File: src/rtl/note_track_engine.sv
// ---------------------------------------------------------------------------
// note_track_engine
//
// Gameplay core for a four-lane falling-note rhythm game.  Notes scroll down
// a ROWS-deep grid once every FRAMES_PER_STEP video frames.  Key presses
// are judged against a two-row strike zone at the bottom of each lane.  The
// grid, a BCD score, per-lane hit LEDs and the game state are all exported
// as registered outputs for the display and board I/O stages.
//
// Ports:
//   clk         pixel-domain clock
//   rst_n       asynchronous active-low reset
//   start       level, high = run game (asynchronous, synchronized here)
//   frame_tick  one-cycle pulse per video frame
//   lane_key    raw active-high lane buttons (asynchronous, synchronized here)
//   note_map    note present, bit index = lane*ROWS + row (row 0 = top)
//   score_bcd   four BCD digits, [15:12] = thousands, saturates at 9999
//   miss_count  misses this game, saturates at 255
//   hit_led     bit i set after a hit in lane i, cleared on each scroll step
//   game_state  0 = IDLE, 1 = PLAY, 2 = OVER
// ---------------------------------------------------------------------------
module note_track_engine #(
    parameter int          ROWS            = 16,
    parameter int          FRAMES_PER_STEP = 8,
    parameter int          MAX_MISS        = 10,
    parameter logic [15:0] LFSR_SEED       = 16'hACE1
) (
    input  logic              clk,
    input  logic              rst_n,
    input  logic              start,
    input  logic              frame_tick,
    input  logic [3:0]        lane_key,
    output logic [4*ROWS-1:0] note_map,
    output logic [15:0]       score_bcd,
    output logic [7:0]        miss_count,
    output logic [3:0]        hit_led,
    output logic [1:0]        game_state
);

    localparam int FC_W = (FRAMES_PER_STEP > 1) ? $clog2(FRAMES_PER_STEP) : 1;

    typedef enum logic [1:0] {
        ST_IDLE = 2'd0,
        ST_PLAY = 2'd1,
        ST_OVER = 2'd2
    } state_t;

    state_t              state_q, state_d;
    logic                start_s1_q, start_s1_d;
    logic                start_s2_q, start_s2_d;
    logic                start_prev_q, start_prev_d;
    logic [3:0]          key_s1_q, key_s1_d;
    logic [3:0]          key_s2_q, key_s2_d;
    logic [3:0]          key_prev_q, key_prev_d;
    logic [4*ROWS-1:0]   note_q, note_d;
    logic [15:0]         score_q, score_d;
    logic [7:0]          miss_q, miss_d;
    logic [3:0]          hit_led_q, hit_led_d;
    logic [FC_W-1:0]     frame_cnt_q, frame_cnt_d;
    logic [15:0]         lfsr_q, lfsr_d;

    logic                start_rise;
    logic [3:0]          key_press;
    logic [4*ROWS-1:0]   work_map;
    logic [3:0]          hit_vec;
    logic [2:0]          hit_cnt;
    logic [2:0]          miss_add;
    logic [8:0]          miss_sum;
    logic                step;

    assign start_rise = start_s2_q & ~start_prev_q;
    assign key_press  = key_s2_q & ~key_prev_q;

    // Adds 0..4 to a four-digit BCD value; a carry out of the thousands
    // digit means the true sum passed 9999, so the result pins at 9999.
    function automatic logic [15:0] bcd_add_sat(input logic [15:0] a, input logic [2:0] n);
        logic [15:0] r;
        logic [4:0]  d;
        logic [4:0]  c;
        r = '0;
        c = {2'b00, n};
        for (int i = 0; i < 4; i++) begin
            d = {1'b0, a[4*i +: 4]} + c;
            if (d > 5'd9) begin
                r[4*i +: 4] = 4'(d - 5'd10);
                c = 5'd1;
            end else begin
                r[4*i +: 4] = d[3:0];
                c = 5'd0;
            end
        end
        if (c != 5'd0) begin
            r = 16'h9999;
        end
        return r;
    endfunction

    always_comb begin
        state_d      = state_q;
        start_s1_d   = start;
        start_s2_d   = start_s1_q;
        start_prev_d = start_s2_q;
        key_s1_d     = lane_key;
        key_s2_d     = key_s1_q;
        key_prev_d   = key_s2_q;
        note_d       = note_q;
        score_d      = score_q;
        miss_d       = miss_q;
        hit_led_d    = hit_led_q;
        frame_cnt_d  = frame_cnt_q;
        lfsr_d       = lfsr_q;
        work_map     = note_q;
        hit_vec      = 4'b0000;
        hit_cnt      = 3'd0;
        miss_add     = 3'd0;
        miss_sum     = {1'b0, miss_q};
        step         = 1'b0;

        unique case (state_q)
            ST_IDLE: begin
                if (start_rise) begin
                    state_d     = ST_PLAY;
                    note_d      = '0;
                    score_d     = '0;
                    miss_d      = '0;
                    hit_led_d   = '0;
                    frame_cnt_d = '0;
                    lfsr_d      = LFSR_SEED;
                end
            end

            ST_PLAY: begin
                if (!start_s2_q) begin
                    state_d = ST_IDLE;
                    note_d  = '0;
                end else begin
                    // Judge presses on the pre-step map so that a struck note
                    // is gone before the shift and can never count as a miss.
                    for (int lane = 0; lane < 4; lane++) begin
                        if (key_press[lane]) begin
                            if (work_map[lane*ROWS + ROWS-1]) begin
                                work_map[lane*ROWS + ROWS-1] = 1'b0;
                                hit_vec[lane] = 1'b1;
                            end else if (work_map[lane*ROWS + ROWS-2]) begin
                                work_map[lane*ROWS + ROWS-2] = 1'b0;
                                hit_vec[lane] = 1'b1;
                            end
                        end
                        hit_cnt = hit_cnt + {2'b00, hit_vec[lane]};
                    end

                    if (frame_tick) begin
                        if (frame_cnt_q == FC_W'(FRAMES_PER_STEP-1)) begin
                            step        = 1'b1;
                            frame_cnt_d = '0;
                        end else begin
                            frame_cnt_d = frame_cnt_q + FC_W'(1);
                        end
                    end

                    // A step drops every lane by one row and feeds row 0 from
                    // a two-bit slice of the generator before advancing it.
                    if (step) begin
                        for (int lane = 0; lane < 4; lane++) begin
                            miss_add = miss_add + {2'b00, work_map[lane*ROWS + ROWS-1]};
                            work_map[lane*ROWS +: ROWS] =
                                {work_map[lane*ROWS +: ROWS-1], (lfsr_q[2*lane +: 2] == 2'b00)};
                        end
                        lfsr_d = {lfsr_q[0] ^ lfsr_q[2] ^ lfsr_q[3] ^ lfsr_q[5], lfsr_q[15:1]};
                    end

                    miss_sum  = {1'b0, miss_q} + {6'b000000, miss_add};
                    miss_d    = miss_sum[8] ? 8'hFF : miss_sum[7:0];
                    note_d    = work_map;
                    score_d   = bcd_add_sat(score_q, hit_cnt);
                    hit_led_d = (step ? 4'b0000 : hit_led_q) | hit_vec;

                    if (step && (miss_d >= 8'(MAX_MISS))) begin
                        state_d = ST_OVER;
                    end
                end
            end

            ST_OVER: begin
                if (!start_s2_q) begin
                    state_d = ST_IDLE;
                end
            end

            default: begin
                state_d = ST_IDLE;
            end
        endcase
    end

    always_ff @(posedge clk or negedge rst_n) begin
        if (!rst_n) begin
            state_q      <= ST_IDLE;
            start_s1_q   <= 1'b0;
            start_s2_q   <= 1'b0;
            start_prev_q <= 1'b0;
            key_s1_q     <= '0;
            key_s2_q     <= '0;
            key_prev_q   <= '0;
            note_q       <= '0;
            score_q      <= '0;
            miss_q       <= '0;
            hit_led_q    <= '0;
            frame_cnt_q  <= '0;
            lfsr_q       <= LFSR_SEED;
        end else begin
            state_q      <= state_d;
            start_s1_q   <= start_s1_d;
            start_s2_q   <= start_s2_d;
            start_prev_q <= start_prev_d;
            key_s1_q     <= key_s1_d;
            key_s2_q     <= key_s2_d;
            key_prev_q   <= key_prev_d;
            note_q       <= note_d;
            score_q      <= score_d;
            miss_q       <= miss_d;
            hit_led_q    <= hit_led_d;
            frame_cnt_q  <= frame_cnt_d;
            lfsr_q       <= lfsr_d;
        end
    end

    assign note_map   = note_q;
    assign score_bcd  = score_q;
    assign miss_count = miss_q;
    assign hit_led    = hit_led_q;
    assign game_state = state_q;

endmodule

File: config.mk
export PLATFORM = sky130hd
export DESIGN_NAME = note_track_engine
export DESIGN_NICKNAME = d
export VERILOG_FILES = /design/src/rtl/note_track_engine.sv
export SDC_FILE = /design/constraint.sdc
export NUM_CORES = 1
export LEC_CHECK = 0
export CAP_MARGIN = 20
export CORE_MARGIN = 3
export CORE_UTILIZATION = 30
export DETAILED_ROUTE_END_ITERATION = 10
export SETUP_SLACK_MARGIN = 0.02
export SLEW_MARGIN = 20
export SYNTH_ARGS = -nofsm -noshare
export SYNTH_HDL_FRONTEND = slang
export SYNTH_SLANG_ARGS = --single-unit
File: constraint.sdc
create_clock -name clk -period 8.33 [get_ports clk]
set_input_delay 0.833 -clock clk [delete_from_list [all_inputs] [get_ports clk]]
set_output_delay 0.833 -clock clk [all_outputs]
set_load 0.005 [all_outputs]
# ---- After elaboration in Yosys (flattened, before gate mapping)
# Cells that the tools add are included.
dict set report word_totals {
  ff_bits 128
  in_bits 8
  output_inout_bits 94
  word_cells 156
}
dict set report classes {
  n_addsub 16
  n_lt_le_gt_ge 5
  eq_ne 10
  muxes 89
  bitwise 8
  reduce_logical 14
}
# op n
set op_table {}
lappend op_table {{$mux W64} 3}
lappend op_table {{$pmux W64 S2} 1}
lappend op_table {{$mux W16} 6}
lappend op_table {{$pmux W16 S2} 2}
lappend op_table {{$mux W5} 8}
lappend op_table {{$mux W1} 32}
lappend op_table {{$mux W2} 16}
lappend op_table {{$mux W4} 7}
lappend op_table {{$mux W8} 3}
lappend op_table {{$mux W3} 7}
lappend op_table {{$gt A5 B4 Y1 const B} 4}
lappend op_table {{$pmux W8 S2} 1}
lappend op_table {{$sub A4 B4 Y4 const B} 4}
lappend op_table {{$add A4 B5 Y5} 3}
lappend op_table {{$logic_not A2 Y1} 5}
lappend op_table {{$add A8 B3 Y9} 1}
lappend op_table {{$reduce_and A3 Y1} 3}
lappend op_table {{$ge A8 B4 Y1 const B} 1}
lappend op_table {{$ne A2 B2 Y1 const B} 4}
lappend op_table {{$pmux W4 S2} 1}
lappend op_table {{$reduce_and A4 Y1} 2}
lappend op_table {{$add A2 B1 Y3} 2}
lappend op_table {{$add A3 B1 Y3} 2}
lappend op_table {{$pmux W2 S3} 1}
lappend op_table {{20 further kinds} 23}

# ---- Logic depth before layout (Yosys ltp)
# Gate-level depths: netlist (run 1).
dict set report logic_depth {
  ltp_word 32
  ltp_mapped 31
  ltp_nobuf 28
}

# ---- Worst setup path after synthesis (run 1)
# OpenSTA, ideal clock, no wires.
dict set report synth_timing {
  path_type {register -> register}
  start {register key_prev_q[2]}
  end {register score_q[2], in the netlist score_bcd[2]}
  setup_time_ns 0.126
  arrival_ns 5.763
  required_time_ns 8.204
  setup_slack_ns 2.441
  stages_incl_launch_ff 28
  n_path_buf 0
  synth_period_minus_slack_ns 5.889
  path_cell_list {dfrtp_1 > nand2b_1 > nor2_1 > fa_1 > fa_1 > inv_1 > fa_1 > a21boi_0 > o22ai_1 > nor2_2 > ha_1 > ha_1 > inv_1 > a21oi_1 > o22a_1 > ha_1 > ha_1 > nand2b_1 > mux2i_1 > nor2_1 > ha_1 > ha_1 > nor2_1 > a21oi_1 > a2bb2oi_1 > nor2_2 > and4b_1 > a221o_1}
}
dict set report synth_via {
  elab_chain_cells 31
  word_cells_on_any_way 33
  cone_classes {add/sub: 7; order compare: 4; mux: 19; bitwise: 2; reduce/logical: 1}
}
# item line_no
set synth_lines {}
lappend synth_lines {{start, declared} 54} ;# logic [3:0] key_prev_q, key_prev_d;
lappend synth_lines {{start signal, assigned} 218} ;# key_prev_q <= key_prev_d;
lappend synth_lines {{$not A4 Y4 *} 72} ;# assign key_press = key_s2_q & ~key_prev_q;
lappend synth_lines {{$and A4 B4 Y4 *} 72}
lappend synth_lines {{$mux W1 *} 140} ;# if (key_press[lane]) begin
lappend synth_lines {{$mux W1 *} 133} ;# if (!start_s2_q) begin
lappend synth_lines {{$mux W1 *} 119} ;# unique case (state_q)
lappend synth_lines {{$add A2 B1 Y3 *} 149} ;# hit_cnt = hit_cnt + {2'b00, hit_vec[lane]};
lappend synth_lines {{$add A3 B1 Y3 *} 149}
lappend synth_lines {{$add A4 B3 Y5 *} 83} ;# d = {1'b0, a[4*i +: 4]} + c;
lappend synth_lines {{[15 not listed]} --}
lappend synth_lines {{$gt A5 B4 Y1} 84} ;# if (d > 5'd9) begin
lappend synth_lines {{$mux W1} 84}
lappend synth_lines {{$mux W5} 133}
lappend synth_lines {{$mux W5} 119}
lappend synth_lines {{$reduce_bool A5 Y1} 92} ;# if (c != 5'd0) begin
lappend synth_lines {{$mux W16 *} 92}
lappend synth_lines {{$mux W16 *} 133}
lappend synth_lines {{$pmux W16 S2 *} 119}
lappend synth_lines {{end signal, assigned} 220} ;# score_q <= score_d;
lappend synth_lines {{end, declared} 56} ;# logic [15:0] score_q, score_d;
# Mark *: on every way between the ends. The rest lies on a longest branch, timed or not. The select of a mux whose other input is x is not followed.
# A chain may end at the register's enable or synchronous reset.

# ---- Final worst setup path (run 1)
# Ends and elaborated chain as after synthesis.

==> results of run 1 <==
==> through the flow <==
stage / cell area (µm²) / setup slack (ps) / std cells / hold slack (ps) / power (W)
after CTS: 7640 / 1600 / 901 / 350 / 0.00165
after global placement: 7030 / 2100 / 869 / 334 / 0.000875
after detailed placement: 7030 / 1630 / 869 / 336 / 0.000883
final: 7640 / 1570 / 901 / 347 / 0.00163
after floorplan: 5820 / 2440 / 531 / 331 / 0.000824
after global routing: 7640 / 1080 / 901 / 370 / 0.00171
==> report_power, final <==
| part | leakage (nW) | internal (W) | switching, W |
|---|---|---|---|
| clock | 0.293 | 0.000479 | 0.000278 |
| sequential | 1.71 | 0.000671 | 0.0000346 |
| combinational | 1.40 | 0.0000588 | 0.000107 |
==> flip-flops by register name (all words and copies together), names as in the netlist <==
register      flops
frame_cnt_q       3
game_state        2
hit_led           4
key_prev_d        4
key_prev_q        4
key_s1_q          4
lfsr_q           16
miss_count        8
note_map         64
score_bcd        16
start_prev_d      1
start_prev_q      1
start_s1_q        1
==> path summary, 6_finish.rpt <==
path | startpoint | to | slack (ps) | depth (start not counted)
max | key_prev_q[2] | score_bcd[2] | 1570 | 27
min | start_s1_q | start_prev_d | 350 | 0
min reg2reg | start_s1_q | start_prev_d | 350 | 0
max in group asynchronous | rst_n | key_prev_d[1] | 6450 | 2
min in group asynchronous | rst_n | note_map[53] | 450 | 1
max reg2reg | key_prev_q[2] | score_bcd[2] | 1570 | 27
==> cell usage after synthesis (4+ instances only) <==
cell type	number
clkbuf_1	6
buf_2	15
xor2_1	6
o31ai_1	5
nor2_1	31
nand2b_1	7
fa_1	5
and3_1	8
dfrtp_1	120
a22o_1	68
and2_1	4
xnor2_1	8
o21ai_0	41
dfstp_2	8
buf_6	6
ha_1	17
a21oi_1	21
inv_1	21
nand2_1	58
nor3_1	11
nand3_1	12
==> critical path, delay by kind of cell (launching register included) <==
| family | cells | cell delay (ps) |
|---|---|---|
| multiplexers | 1 | 210 |
| adder cells (fa/ha/maj) | 9 | 3010 |
| flip-flops | 1 | 360 |
| buffers and inverters | 2 | 240 |
| AO/OA/AOI/OAI | 7 | 1440 |
| AND/OR/NAND/NOR | 8 | 1370 |
==> layout make-up <==
class	instances	share of cell area, %
Sequential cell	128	42.0
Multi-Input combinational cell	355	31.1
Timing Repair Buffer	105	13.6
Clock buffer	19	5.80
Tap cell	260	4.26
Clock inverter	13	2.14
Inverter	21	1.03
==> metal layers <==
metal / vias to the layer above / wire length (µm) / share of wire (%)
met1: 2273 / 6660 / 45
met2: 100 / 7350 / 49
met4: 0 / 218 / 1.5
li1: 2106 / - / -
met3: 21 / 626 / 4.2
met5: - / 0 / 0
==> kinds of logic (layout without fill, tap and decap cells) <==
family	Yosys count	count (layout)	share of synthesized area (%)
xor+xnor	14	14	2.11
mux	4	4	0.709
flops	128	128	55.2
compound gates	165	165	20.3
fa+ha+maj	22	22	5.37
simple gates	150	150	12.1
buf+inv	48	158	4.19
==> impl_results.md, run 1 <==
- Status: finished, final reports clean
- I/O pin cnt: 102
- Root buffer cell: clkbuf_16
- Deepest clock path buffer count: 2
- Vias/cell: 4.99
- Die area: 0.0211 mm²
- Post-route clock period utilization: 81.1%
- Fin crit period: 6760 ps
- P_leak: 3.41 nW
- First-pass GRT wire length: 24500 µm
- Relative slew margins: 36.5%
- Pwr Density: 213 mW/mm²
- Vias: 4500
- # fillers: 1818
- Fin util: 40.5%
- ANT nets after route: 0
- YS warnings: 0
- Synth Register Bits: 128
- H-tree depth: 4
- Worst skew pair latency: 420 ps
- Cells taking the most area after synthesis: dfrtp_1 (52%), a22o_1 (10%), nand2_1 (3.7%), ha_1 (3.7%), dfstp_2 (3.6%)
- Storage cell area: 0.00321 mm²
- Post-Route Skew: 11.6 ps
- Die width: 145 µm
- Hold Vio Cnt, Final: 0
- TritonCTS clock tree: built
- Worst EP arrival: 7060 ps
- Max VDD drop: 0.118 mV
- Area Overhead vs Synth: 31.2%
- Mean post-synth cell area: 11.0 µm²
- Setup Fix Bufs, Post-CTS: 0
- Port Buffers: 101
- Largest net degree at the start of global routing: 76
- Fin Setup TNS: 0 ps
- Yosys cell types: 53
- DP Wirelength: 10000 µm
- GR peak layer: met2
- Diodes inserted: 0
- Post-CTS Resized: 0
- Post-CTS Hold Fix Bufs: 0
- Die height: 145 µm
- Clock Pin Slew Worst Setup and Hold Paths: 60 ps
- DR WL/cell: 16.5 µm
- Worst hold path type: reg2reg
- Placer Congestion: 0.804
- Layout cells sized above 1: 8.58%
- Initial DRT Pass Iterations: 4
- TritonCTS Buffers: 17
- Met1 usage: 17.9%
- Max_cap viols: 0
- Commonest non-fill, non-tap cell in the layout: dfrtp_1
- CP Launch Type: flip-flop
- RSZ-0062 raised after global routing: false
- Max FO, Critical Path: 9
- Slew Limit Fails: 0
- Vias in the first global route: 4615
- Top FF cell, synth: dfrtp_1
- Syn nets: 561
- 1st-iter DRT viols: 299
- Final Net Count: 658
- Post-synth top area cell: dfrtp_1
- Crit-path max cell delay: 530 ps
- Met3 usage: 4.11%
- CP Data Required Time: 8630 ps
- GRT overflow: 0
- CP Class: reg2reg
- Row cnt: 50
- Share of the synthesized area in the top cell type: 51.6%
- Post-synth EDFFs: 0
- Mapped Area: 0.00582 mm²
- FMAX: 148 MHz
- CP max stage cell: fa_1
- Placeable Area: 0.0189 mm²
- Post-synthesis sequential area ratio: 55.2%
- Antenna violations before repair: 0
- Commonest cells after routing, fill and taps aside: dfrtp_1 (120), clkdlybuf4s50_1 (100), a22o_1 (68), nand2_1 (57), o21ai_0 (41)
- Clk sinks: 128
- Worst-margin pin slew: 953 ps
- Routed WL: 14900 µm
- Fraction of registers with async set/reset: 100%
- Multi-input gate area: 0.00238 mm²
- Synth Instances: 531
- Global-route usage over all layers: 14.2%
- Setup Viol. Count Final: 0
- Starting Density: 30.8%
- DRC Markers: 0
- Most frequent cell on the critical path: ha_1
- Met2 Use GR: 23.4%
- CP Capture Type: flip-flop
Note: power is estimated with default switching activity, not from simulation.
==> inputs of run 2 (changes only) <==
clock period = 5.4 ns   (was 8.33 ns; I/O delays follow)
==> impl_results.md, run 2 (synthesized netlist as in run 1, its figures left out) <==
- Status: finished with violations
- Violated checks: negative setup slack
- CP Data Required Time: 5700 ps (-2930 ps)
- Row cnt: 50 (unchanged)
- Placer Congestion: 0.840 (+4.5%)
- Max FFs per register: 64 (unchanged)
- Reg2reg path depth: 27 (unchanged)
- Die area: 0.0211 mm² (unchanged)
- Worst hold path type: reg2reg
- Post-Route Skew: 6.37 ps (-5.23 ps)
- Setup slack, reg-to-reg: -140 ps (-1710 ps)
- Vias: 4790 (+6.4%)
- Fin util: 43.8% (+3.4 points)
- P_leak: 3.69 nW (+8.3%)
- Root buffer cell: clkbuf_16
- 1st-iter DRT viols: 245 (-18%)
- Largest net degree at the start of global routing: 79 (+3.9%)
- Vias/cell: 5.03 (+0.64%)
- I/O pin cnt: 102 (unchanged)
- Hold Path Cell Cnt: 0 (unchanged)
- H-tree depth: 4 (unchanged)
- Final Net Count: 710 (+7.9%)
- Layout cells sized above 1: 19.8% (+11 points)
- Initial DRT Pass Iterations: 7 (+3)
- Diodes inserted: 0 (unchanged)
- CP Capture Type: flip-flop
- Max FO, Critical Path: 5 (-4)
- Vias in the first global route: 4694 (+1.7%)
- Die width: 145 µm (unchanged)
- RSZ-0062 raised after global routing: true
- Worst setup margin: -138 ps (-1710 ps)
- DR WL/cell: 16.2 µm (-1.5%)
- Max VDD drop: 0.227 mV (+92%)
- Commonest non-fill, non-tap cell in the layout: dfrtp_1
- Port Buffers: 101 (unchanged)
- DRC Markers: 0 (unchanged)
- Area Overhead vs Synth: 42.1%
- CP Launch Type: flip-flop
- GRT overflow: 0 (unchanged)
- Placeable Area: 0.0189 mm² (unchanged)
- Die height: 145 µm (unchanged)
- Max_cap viols: 0 (unchanged)
- First-pass GRT wire length: 24600 µm (+0.67%)
- Clock Pin Slew Worst Setup and Hold Paths: 60 ps (about the same)
- Setup Viol. Count Final: 12 (+12)
- Clk sinks: 128 (unchanged)
- Design Power: 0.00258 W (+59%)
- Hold Vio Cnt, Final: 0 (unchanged)
- Relative slew margins: 31.5% (-5.0 points)
- Antenna violations before repair: 0 (unchanged)
- HP Start: key_s1_q[1]
- Worst-margin pin slew: 1020 ps (+71.1 ps)
- Hold endpoint: key_prev_d[1]
- Worst EP arrival: 5840 ps (-1220 ps)
- Origin of the critical flop-to-flop path: note_map[15]
- Slew Limit Fails: 0 (unchanged)
- DP Wirelength: 10000 µm (-0.31%)
- Fin crit period: 5540 ps (-1220 ps)
- TritonCTS Buffers: 17 (unchanged)
- Pwr Density: 312 mW/mm² (+46%)
- Routed WL: 15500 µm (+4.2%)
- FMAX: 181 MHz (+22%)
- Starting Density: 30.8% (unchanged)
- Post-route clock period utilization: 103% (+21 points)
- ANT nets after route: 0 (unchanged)
- Reg-to-reg endpoint: score_bcd[2]
- CP Class: reg2reg
- Crit. Startpoint: note_map[15]
- Commonest cells after routing, fill and taps aside: dfrtp_1 (120), clkdlybuf4s50_1 (100), a22o_1 (68), nand2_1 (57), buf_4 (54)
- Deepest clock path buffer count: 2 (unchanged)
- TritonCTS clock tree: built
- Worst skew pair latency: 420 ps (about the same)
- Global-route usage over all layers: 14.3% (+0.10 points)
-- run 2: repair_timing --
| item | 4_1_cts | 5_1_grt |
|---|---|---|
| setup endpoints to repair | 15 | 15 |
| gates cloned | 0 | 1 |
| pin swaps | 18 | 21 |
| setup buffers | 19 | 8 |
| hold buffers | 0 | 1 |
| resized for setup | 10 | 24 |
| hold endpoints to repair | 0 | 16 |
-- run 2: power by group --
group	switching, W	internal, W
clock	0.000435	0.000799
sequential	0.0000498	0.00104
combinational	0.000165	0.0000987
total	0.000649	0.00193
-- run 2: worst max-delay path by stage --
| stage | endpoint | slack, ps | cells after the start |
|---|---|---|---|
| 5_1_grt | score_bcd[2] | -340 | 27 |
| 2_1_floorplan | score_bcd[2] | -140 | 27 |
| 4_1_cts | score_bcd[2] | -130 | 27 |
| 3_3_place_gp | score_bcd[2] | -80 | 27 |
| 3_5_place_dp | score_bcd[2] | -210 | 27 |
| 6_report | score_bcd[2] | -140 | 27 |
-- run 2: routing by layer --
metal	track usage [%]	part of all wire, %	vias to the layer above
met3	3.43	4.0	35
met1	18.3	44	2403
met5	0	0	-
met2	23.0	49	135
li1	-	-	2217
met4	6.84	2.6	0
-- run 2: area by class of cell --
class                      instances  area [µm²]
inverter                          21        78.8
multi-input combinational        355        2570
timing repair buffer             157        1460
fill                            1791       10600
sequential                       128        3210
clock buffer                      20         457
clock inverter                    12         180
tap                              260         325
-- run 2: worst max-delay path, cell delays in order, from the launching register on --
cell       delay [ps]
dfrtp_1           380
nor2_2            170
nor2_4             50
fa_1              460
fa_2              360
inv_2              70
fa_2              480
a21boi_2          160
o22ai_2           110
nor2_2            130
ha_2              220
ha_4              210
o21ai_2           110
nor2_1             50
o22a_1            190
ha_2              220
ha_4              190
nand2b_4          160
mux2i_4           180
nor2_2             70
ha_2              210
ha_4              290
nor2_4             30
a21oi_2           160
a2bb2oi_4         220
nor2_4             70
and4b_1           200
a221o_1           250
-- run 2: stage by stage --
| step | cells | setup TNS, ps | hold slack [ps] | instance area [µm²] | setup slack [ps] |
|---|---|---|---|---|---|
| after global placement | 891 | -338 | 337 | 7270 | -81.8 |
| after floorplan | 531 | -521 | 244 | 5910 | -142 |
| after CTS | 942 | -1040 | 324 | 8100 | -130 |
| after global routing | 953 | -3920 | 353 | 8280 | -342 |
| final | 953 | -695 | 348 | 8280 | -138 |
| after detailed placement | 891 | -2080 | 340 | 7270 | -213 |
